## config.mk

```make
export PLATFORM = sky130hd
export DESIGN_NAME = nibble_sub_sequencer_flat
export DESIGN_NICKNAME = d
export VERILOG_FILES = /design/src/rtl/nibble_sub_sequencer_if.sv /design/src/rtl/nibble_sub_sequencer.sv /design/src/flat_wrapper.sv
export SDC_FILE = /design/constraint.sdc
export NUM_CORES = 1
export LEC_CHECK = 0
export CORE_ASPECT_RATIO = 0.5
export CORE_MARGIN = 2
export CORE_UTILIZATION = 54
export DETAILED_ROUTE_END_ITERATION = 8
export PLACE_DENSITY = 0.92
export SETUP_SLACK_MARGIN = 0.1
export SYNTH_ARGS = -nofsm -noshare
export SYNTH_HDL_FRONTEND = slang
export SYNTH_SLANG_ARGS = --single-unit
```

## constraint.sdc

```tcl
create_clock -name clk -period 2.4 [get_ports clk]
set_input_delay 0.48 -clock clk [delete_from_list [all_inputs] [get_ports clk]]
set_output_delay 0.48 -clock clk [all_outputs]
set_load 0.1 [all_outputs]
```

## src/rtl/nibble_sub_sequencer_if.sv

```systemverilog
// rtl/nibble_sub_sequencer_if.sv - requester and slice signal bundle for nibble_sub_sequencer
interface nibble_sub_sequencer_if #(
    parameter int WIDTH = 16
);
    // requester side
    logic             start;
    logic [0:WIDTH-1] a;
    logic [0:WIDTH-1] b;
    logic             borrow_in;
    logic             busy;
    logic             done;
    logic [0:WIDTH-1] diff;
    logic             borrow_out;
    logic             zero;
    // shared 4-bit subtractor slice side
    logic [0:3]       sub_in1;
    logic [0:3]       sub_in2;
    logic             sub_bin;
    logic [0:3]       sub_out;
    logic             sub_bout;

    modport slave (
        input  start, a, b, borrow_in, sub_out, sub_bout,
        output busy, done, diff, borrow_out, zero, sub_in1, sub_in2, sub_bin
    );

    modport master (
        output start, a, b, borrow_in, sub_out, sub_bout,
        input  busy, done, diff, borrow_out, zero, sub_in1, sub_in2, sub_bin
    );
endinterface

```

## src/rtl/nibble_sub_sequencer.sv

```systemverilog
// rtl/nibble_sub_sequencer.sv - WIDTH-bit subtract sequenced over a registered 4-bit slice
module nibble_sub_sequencer #(
    parameter int WIDTH = 16
) (
    input  logic                   clk,
    input  logic                   rst,
    nibble_sub_sequencer_if.slave  bus
);
    localparam int NIB = WIDTH / 4;
    localparam int KW  = (NIB > 1) ? $clog2(NIB) : 1;
    localparam logic [KW-1:0] K_LAST = KW'(NIB - 1);

    typedef enum logic [1:0] {S_IDLE, S_ISSUE, S_CAPTURE, S_DONE} state_t;

    state_t           state_q, state_d;
    logic [KW-1:0]    k_q, k_d;
    logic [0:WIDTH-1] a_q, a_d;
    logic [0:WIDTH-1] b_q, b_d;
    logic             br_q, br_d;
    // work holds partial nibbles; diff only changes when the whole result is ready
    logic [0:WIDTH-1] work_q, work_d;
    logic [0:WIDTH-1] diff_q, diff_d;
    logic             bout_q, bout_d;
    logic             zero_q, zero_d;

    logic [0:3]       sub_in1_c;
    logic [0:3]       sub_in2_c;
    logic             sub_bin_c;

    // state and datapath registers, cleared by synchronous reset
    always_ff @(posedge clk) begin
        if (rst) begin
            state_q <= S_IDLE;
            k_q     <= '0;
            a_q     <= '0;
            b_q     <= '0;
            br_q    <= 1'b0;
            work_q  <= '0;
            diff_q  <= '0;
            bout_q  <= 1'b0;
            zero_q  <= 1'b0;
        end else begin
            state_q <= state_d;
            k_q     <= k_d;
            a_q     <= a_d;
            b_q     <= b_d;
            br_q    <= br_d;
            work_q  <= work_d;
            diff_q  <= diff_d;
            bout_q  <= bout_d;
            zero_q  <= zero_d;
        end
    end

    // next-state and nibble sequencing; results commit on the edge entering DONE
    always_comb begin
        state_d = state_q;
        k_d     = k_q;
        a_d     = a_q;
        b_d     = b_q;
        br_d    = br_q;
        work_d  = work_q;
        diff_d  = diff_q;
        bout_d  = bout_q;
        zero_d  = zero_q;
        case (state_q)
            S_IDLE: begin
                if (bus.start) begin
                    a_d     = bus.a;
                    b_d     = bus.b;
                    br_d    = bus.borrow_in;
                    k_d     = '0;
                    state_d = S_ISSUE;
                end
            end
            S_ISSUE: begin
                state_d = S_CAPTURE;
            end
            S_CAPTURE: begin
                for (int n = 0; n < NIB; n++) begin
                    if (k_q == KW'(n)) begin
                        work_d[WIDTH-4-4*n +: 4] = bus.sub_out;
                    end
                end
                br_d = bus.sub_bout;
                if (k_q == K_LAST) begin
                    diff_d  = work_d;
                    bout_d  = bus.sub_bout;
                    zero_d  = (work_d == '0);
                    state_d = S_DONE;
                end else begin
                    k_d     = k_q + 1'b1;
                    state_d = S_ISSUE;
                end
            end
            S_DONE: begin
                state_d = S_IDLE;
            end
            default: begin
                state_d = S_IDLE;
            end
        endcase
    end

    // slice inputs are driven only in ISSUE, from latched operands and chained borrow
    always_comb begin
        sub_in1_c = '0;
        sub_in2_c = '0;
        sub_bin_c = 1'b0;
        if (state_q == S_ISSUE) begin
            sub_bin_c = br_q;
            for (int n = 0; n < NIB; n++) begin
                if (k_q == KW'(n)) begin
                    sub_in1_c = a_q[WIDTH-4-4*n +: 4];
                    sub_in2_c = b_q[WIDTH-4-4*n +: 4];
                end
            end
        end
    end

    assign bus.sub_in1    = sub_in1_c;
    assign bus.sub_in2    = sub_in2_c;
    assign bus.sub_bin    = sub_bin_c;
    assign bus.busy       = (state_q == S_ISSUE) || (state_q == S_CAPTURE);
    assign bus.done       = (state_q == S_DONE);
    assign bus.diff       = diff_q;
    assign bus.borrow_out = bout_q;
    assign bus.zero       = zero_q;
endmodule
```

## src/flat_wrapper.sv

```systemverilog
// flat-port wrapper written by rule: the top's interface ports become plain ports
module nibble_sub_sequencer_flat 
#(
    parameter int WIDTH = 16
)
  (clk, rst, bus_start, bus_a, bus_b, bus_borrow_in, bus_sub_out, bus_sub_bout, bus_busy, bus_done, bus_diff, bus_borrow_out, bus_zero, bus_sub_in1, bus_sub_in2, bus_sub_bin);
  nibble_sub_sequencer_if #(.WIDTH(WIDTH)) bus_i ();
  input  logic clk;
  input  logic rst;
  input wire logic [$bits(bus_i.start)-1:0] bus_start;
  input wire logic [$bits(bus_i.a)-1:0] bus_a;
  input wire logic [$bits(bus_i.b)-1:0] bus_b;
  input wire logic [$bits(bus_i.borrow_in)-1:0] bus_borrow_in;
  input wire logic [$bits(bus_i.sub_out)-1:0] bus_sub_out;
  input wire logic [$bits(bus_i.sub_bout)-1:0] bus_sub_bout;
  output wire logic [$bits(bus_i.busy)-1:0] bus_busy;
  output wire logic [$bits(bus_i.done)-1:0] bus_done;
  output wire logic [$bits(bus_i.diff)-1:0] bus_diff;
  output wire logic [$bits(bus_i.borrow_out)-1:0] bus_borrow_out;
  output wire logic [$bits(bus_i.zero)-1:0] bus_zero;
  output wire logic [$bits(bus_i.sub_in1)-1:0] bus_sub_in1;
  output wire logic [$bits(bus_i.sub_in2)-1:0] bus_sub_in2;
  output wire logic [$bits(bus_i.sub_bin)-1:0] bus_sub_bin;
  assign bus_i.start = bus_start;
  assign bus_i.a = bus_a;
  assign bus_i.b = bus_b;
  assign bus_i.borrow_in = bus_borrow_in;
  assign bus_i.sub_out = bus_sub_out;
  assign bus_i.sub_bout = bus_sub_bout;
  assign bus_busy = bus_i.busy;
  assign bus_done = bus_i.done;
  assign bus_diff = bus_i.diff;
  assign bus_borrow_out = bus_i.borrow_out;
  assign bus_zero = bus_i.zero;
  assign bus_sub_in1 = bus_i.sub_in1;
  assign bus_sub_in2 = bus_i.sub_in2;
  assign bus_sub_bin = bus_i.sub_bin;
  nibble_sub_sequencer #(.WIDTH(WIDTH)) u_core (.clk(clk), .rst(rst), .bus(bus_i));
endmodule
```

Word-level counts from Yosys, hierarchy flattened --
Cells that the tools add are included.
Word-level totals: bits in registers 71, output and inout port bits 29, logic and storage cells 54
Operators by class: equal/unequal tests 8, reduce and logical (&&, ||, !) cells 9, $add $sub $neg 1, mux-type cells 27
Operators with widths (number):
- 2-to-1 mux 4 bit | 18
- zero test 16 bit | 1
- equality test 2 bit (second input constant) | 4
- 2-to-1 mux 2 bit | 4
- case mux 2 bit (4 select lines) | 1
- AND reduction 2 bit | 3
- equality test 2 x 1 -> 1 bit (second input constant) | 2
- zero test 2 bit | 2
- inequality test 2 bit (second input constant) | 2
- case mux 2 bit (2 select lines) | 1
- AND reduction 3 bit | 1
- adder 2 x 1 -> 2 bit (second input constant) | 1
- 2-to-1 mux 1 bit | 2
- case mux 1 bit (2 select lines) | 1
- nonzero test 2 bit | 1
- logical OR 1 bit | 1

Longest topological paths before layout --
Gate-level depths: netlist of the first run.
depth after elaboration 6, gate-level depth with buffers 7, mapped depth without buffers 6

Worst setup path after synthesis of the first run --
OpenSTA, ideal clock, no wires.
path type register to output, start reg u_core.k_q[1], end out bus_sub_in2[1], slack -1368 ps, cell stages (with the launch flop) 8, buffers on the path 2, data arrival time 3288 ps, data required time 1920 ps, path through dfxtp_1 inv_1 ha_1 buf_4 buf_2 o21ai_0 mux2i_1 o21ai_0
Between the ends: cells in the longest elaborated chain, start to end 6, elaborated cells between the ends (all ways) 9, classes of those cells eq/ne (3); mux (5); reduce/logical (1)
RTL lines:
- start, declared | RTL line nibble_sub_sequencer.sv:16 | logic [KW-1:0] k_q, k_d;
- start signal, assigned | RTL line nibble_sub_sequencer.sv:44 | k_q <= k_d;
- zero test 2 bit | RTL line nibble_sub_sequencer.sv:113 | if (k_q == KW'(n)) begin
- 2-to-1 mux 4 bit (3 in a row) | RTL line nibble_sub_sequencer.sv:113
- 2-to-1 mux 4 bit * | RTL line nibble_sub_sequencer.sv:113
- 2-to-1 mux 4 bit * | RTL line nibble_sub_sequencer.sv:110 | if (state_q == S_ISSUE) begin
- end, declared | RTL line flat_wrapper.sv:22 | output wire logic [$bits(bus_i.sub_in2)-1:0] bus_sub_in2;
Every way passes the cells marked *; elsewhere a longest branch is shown, timed or not.

Worst setup path in the final report of the first run --
start reg u_core.k_q[1], end out bus_sub_in1[0]
Between the ends: cells in the longest elaborated chain, start to end 6, elaborated cells between the ends (all ways) 9, classes of those cells eq/ne (3); mux (5); reduce/logical (1)
RTL lines:
- zero test 2 bit | RTL line nibble_sub_sequencer.sv:113
- 2-to-1 mux 4 bit (3 in a row) | RTL line nibble_sub_sequencer.sv:113
- 2-to-1 mux 4 bit * | RTL line nibble_sub_sequencer.sv:113
- 2-to-1 mux 4 bit * | RTL line nibble_sub_sequencer.sv:110
- end, declared | RTL line flat_wrapper.sv:21 | output wire logic [$bits(bus_i.sub_in1)-1:0] bus_sub_in1;
Marked as above.

==> results.py, run 1 <==
metrics = {
    "global_routing": {
        "antenna_found_initial": 0,
        "grt_pass1_wl_um": 13700,
        "grt_usage_pct": 26.4,
        "grt_pass1_vias": 2844,
        "grt_max_degree": 39,
        "overflow": 0,
    },
    "sta": {
        "clock_skew_ns": 0.00687,
        "fin_crit_ns": 2.32,
        "maxSlewHeadroom_pct": 62.0,
        "tightest_slew_ns": 0.570,
        "holdWs_ns": 0.457,
        "fin_crit_sh_pct": 96.7,
        "hold_viol": 0,
        "rsz0062_at_grt": "yes",
        "setup_viol": 0,
        "fmaxAchievable_mhz": 431,
        "final_max_slew_viol_count": 0,
    },
    "worst_setup_path": {
        "crit_top_cell": "buf_12",
        "crit_required_ns": 1.92,
        "crit_family": "buffers and inverters",
        "cp_max_fo": 5,
        "cp.arrival_ns": 1.84,
        "crit_slowest_cell": "dfxtp_4",
        "path_class": "flip-flop to primary output",
        "slowest_delay_ns": 0.36,
        "crit_buf_inv": 4,
        "start_kind": "flip-flop",
        "worstPathCellList": "inv_4 > buf_6 > ha_4 > buf_12 > nand2_2 > o21ai_1 > mux2i_1 > o21ai_2 > buf_12",
        "critPathCaptureType": "primary output",
    },
    "hold_path": {
        "hold_class": "flip-flop to flip-flop",
    },
    "cts": {
        "clock-sinks": 69,
        "clk_path_buf_depth": 2,
        "tritoncts": "built",
        "htree_num_levels": 3,
        "clockRootBuffer": "clkbuf_16",
        "cts_hold_buf": 0,
        "path_clk_slew_ns": 0.06,
        "cts_made_buffers": 9,
        "clock_latency_ns": 0.33,
    },
    "synthesis": {
        "yosysUniqueCellTypes": 30,
        "async_reset_ff_share_pct": 0,
        "synth_area_leaders": "dfxtp_1 44%, nand2_1 13%, a21oi_1 9.0%, mux2i_1 6.0%, o21ai_0 3.6%",
        "syn_avg_cell_area_um2": 7.72,
        "syn_inst": 409,
        "ys_seq_area_share_pct": 43.7,
        "ys.flop_type": "dfxtp_1",
        "synth_edf_count": 0,
        "syn-cell-area_mm2": 0.00316,
        "synth_top_cell_by_area": "dfxtp_1",
        "ys_seq_elements": 69,
        "synth_top_area_share_pct": 43.7,
        "syn_nets": 459,
        "yosysWarnings": 0,
    },
    "final_layout": {
        "nFillCells": 365,
        "design_area_mm2": 0.00441,
        "final_layout_size_suffix_gt1_share_pct": 19.0,
        "nNetsFinal": 523,
        "area_delta_synth_final_pct": 39.5,
        "n_antenna_cell": 0,
        "stdcell_count": 551,
    },
    "detailed_routing": {
        "wl_per_cell_um": 16.0,
        "ant_nets": 0,
        "drc": 0,
        "firstDrtPassIters": 5,
        "vias": 3133,
        "drt_iter0_drc": 194,
        "detail_route.vias_per_cell": 5.69,
        "wl_um": 8830,
    },
    "job": {
        "maxCapViolations": 0,
    },
    "floorplan": {
        "core_area_mm2": 0.00556,
        "die_area_mm2": 0.00651,
        "start_util_pct": 56.8,
        "core.rowCount": 19,
        "boundaryPins": 70,
        "die_h_um": 58.1,
        "die_w_um": 112,
    },
    "place": {
        "gp_congestion": 0.799,
        "port_buffers": 69,
        "place_area_mm2": 0.00392,
        "dp_hpwl_um": 4990,
        "dp.cells": 527,
    },
    "pwr": {
        "leakage_nw": 1.64,
        "ir_worst_vdd_mv": 0.499,
        "p_per_area_mw_per_mm2": 808,
    },
    "run_status": {
        "outcome": "finished, final reports clean",
    },
}
==> worst reg2reg max path: stages, from the launching register on <==
cell	delay [ns]
dfxtp_1	0.35
inv_1	0.15
ha_1	0.42
nand2_1	0.16
or4_4	0.43
nor3_2	0.14
a32o_1	0.14
==> placed cells by master, fill, tap and decap left out, types with 4 or more instances in the layout <==
cell type and instances:
ha_1 5, nor2_1 19, nand3_1 20, o21ai_1 4, clkbuf_16 9, buf_4 36
o21ai_0 7, mux2i_1 19, buf_12 11, a21oi_1 57, nand2_1 110, and2_1 4
dfxtp_1 67, clkdlybuf4s50_1 39, a211oi_1 12, o21ai_2 11, nor3_1 4, inv_1 5
==> power breakdown <==
group          total, mW  internal (mW)  switching (mW)
registers           1.29           1.23          0.0587
clock network       1.43          0.935           0.492
logic              0.848          0.307           0.541
==> cells in the mapped netlist (2+ instances only) <==
master / count
buf_6: 2
dfxtp_1: 69
buf_2: 12
o21ai_0: 23
ha_1: 9
mux2i_1: 19
a211oi_1: 12
nor3_1: 4
clkbuf_1: 17
nand2b_1: 3
nand3b_1: 2
and2_1: 4
inv_1: 7
nand3_1: 20
buf_4: 4
nor4_1: 3
a21oi_1: 57
nand2_1: 112
nor2_1: 19
==> registers in the layout (all words and copies together) (netlist names) <==
signal                 flops
u_core.k_q                 2
u_core.bus.diff           16
u_core.bus.zero            1
u_core.a_q                16
u_core.work_q             14
u_core.bus.borrow_out      1
u_core.b_q                16
u_core.state_q             2
u_core.br_q                1
==> final timing paths <==
path,depth (start not counted),startpoint,slack [ns],end
max,9,u_core.k_q[1],0.08,bus_sub_in1[0]
min reg2reg,2,u_core.bus.diff[0],0.46,u_core.bus.diff[0]
max reg2reg,6,u_core.state_q[0],0.55,u_core.bus.zero
min,2,u_core.bus.diff[0],0.46,u_core.bus.diff[0]
==> metrics by stage <==
step	setup slack, ns	total power [mW]	utilization, %	TNS, ns
CTS	0.105	3.50	76.9	0
floorplan	-0.0923	1.84	-	-0.711
detailed placement	0.181	2.06	70.4	0
finish	0.0792	3.56	79.2	0
global placement	0.248	2.04	70.4	0
global route	0.0158	3.70	79.2	0
==> routing by layer <==
layer | wire length (µm) | track usage, %
met5 | 0 | 0
met4 | 119 | 11.3
met3 | 575 | 5.65
met2 | 4420 | 45.6
met1 | 3720 | 32.6
==> cells by family (layout without fill, tap and decap cells) <==
group                      Yosys count  after routing  share of synthesized area [%]
adders and majority gates            9              9                           3.57
muxes                               19             19                           6.02
DFF                                 69             69                           43.7
buffers and inverters               43            112                           6.54
AOI/OAI and AO/OA                   98             98                           17.2
and+or+nand+nor                    171            171                           22.9
==> layout make-up <==
type	count	area, µm²	share of cell area, %
sequential	69	1390	31.5
multi-input combinational	297	1670	37.8
timing repair buffer	89	905	20.5
tap	73	91.3	2.07
inverter	7	31.3	0.710
clock buffer	10	239	5.42
clock inverter	6	86.3	1.96
==> what timing repair did <==
action / 4_1_cts / 5_1_grt
gates resized for setup: 12 / 24
buffers inserted: 0 / 8
pin swaps: 0 / 13
setup endpoints to repair: 8 / 8
Note: power is estimated with default switching activity, not from simulation.
==> run 2: changes to the inputs <==
Settings changed: CTS_CLUSTER_DIAMETER set to 100, HOLD_SLACK_MARGIN set to 0.08.
==> results of run 2 <==
The final DEF is identical to that of run 1; final timing and power are the same.
==> run 3: changes to the inputs <==
Settings changed: SLEW_MARGIN set to 20.
==> results of run 3 <==
The final DEF is identical to that of run 1; final timing and power are the same.
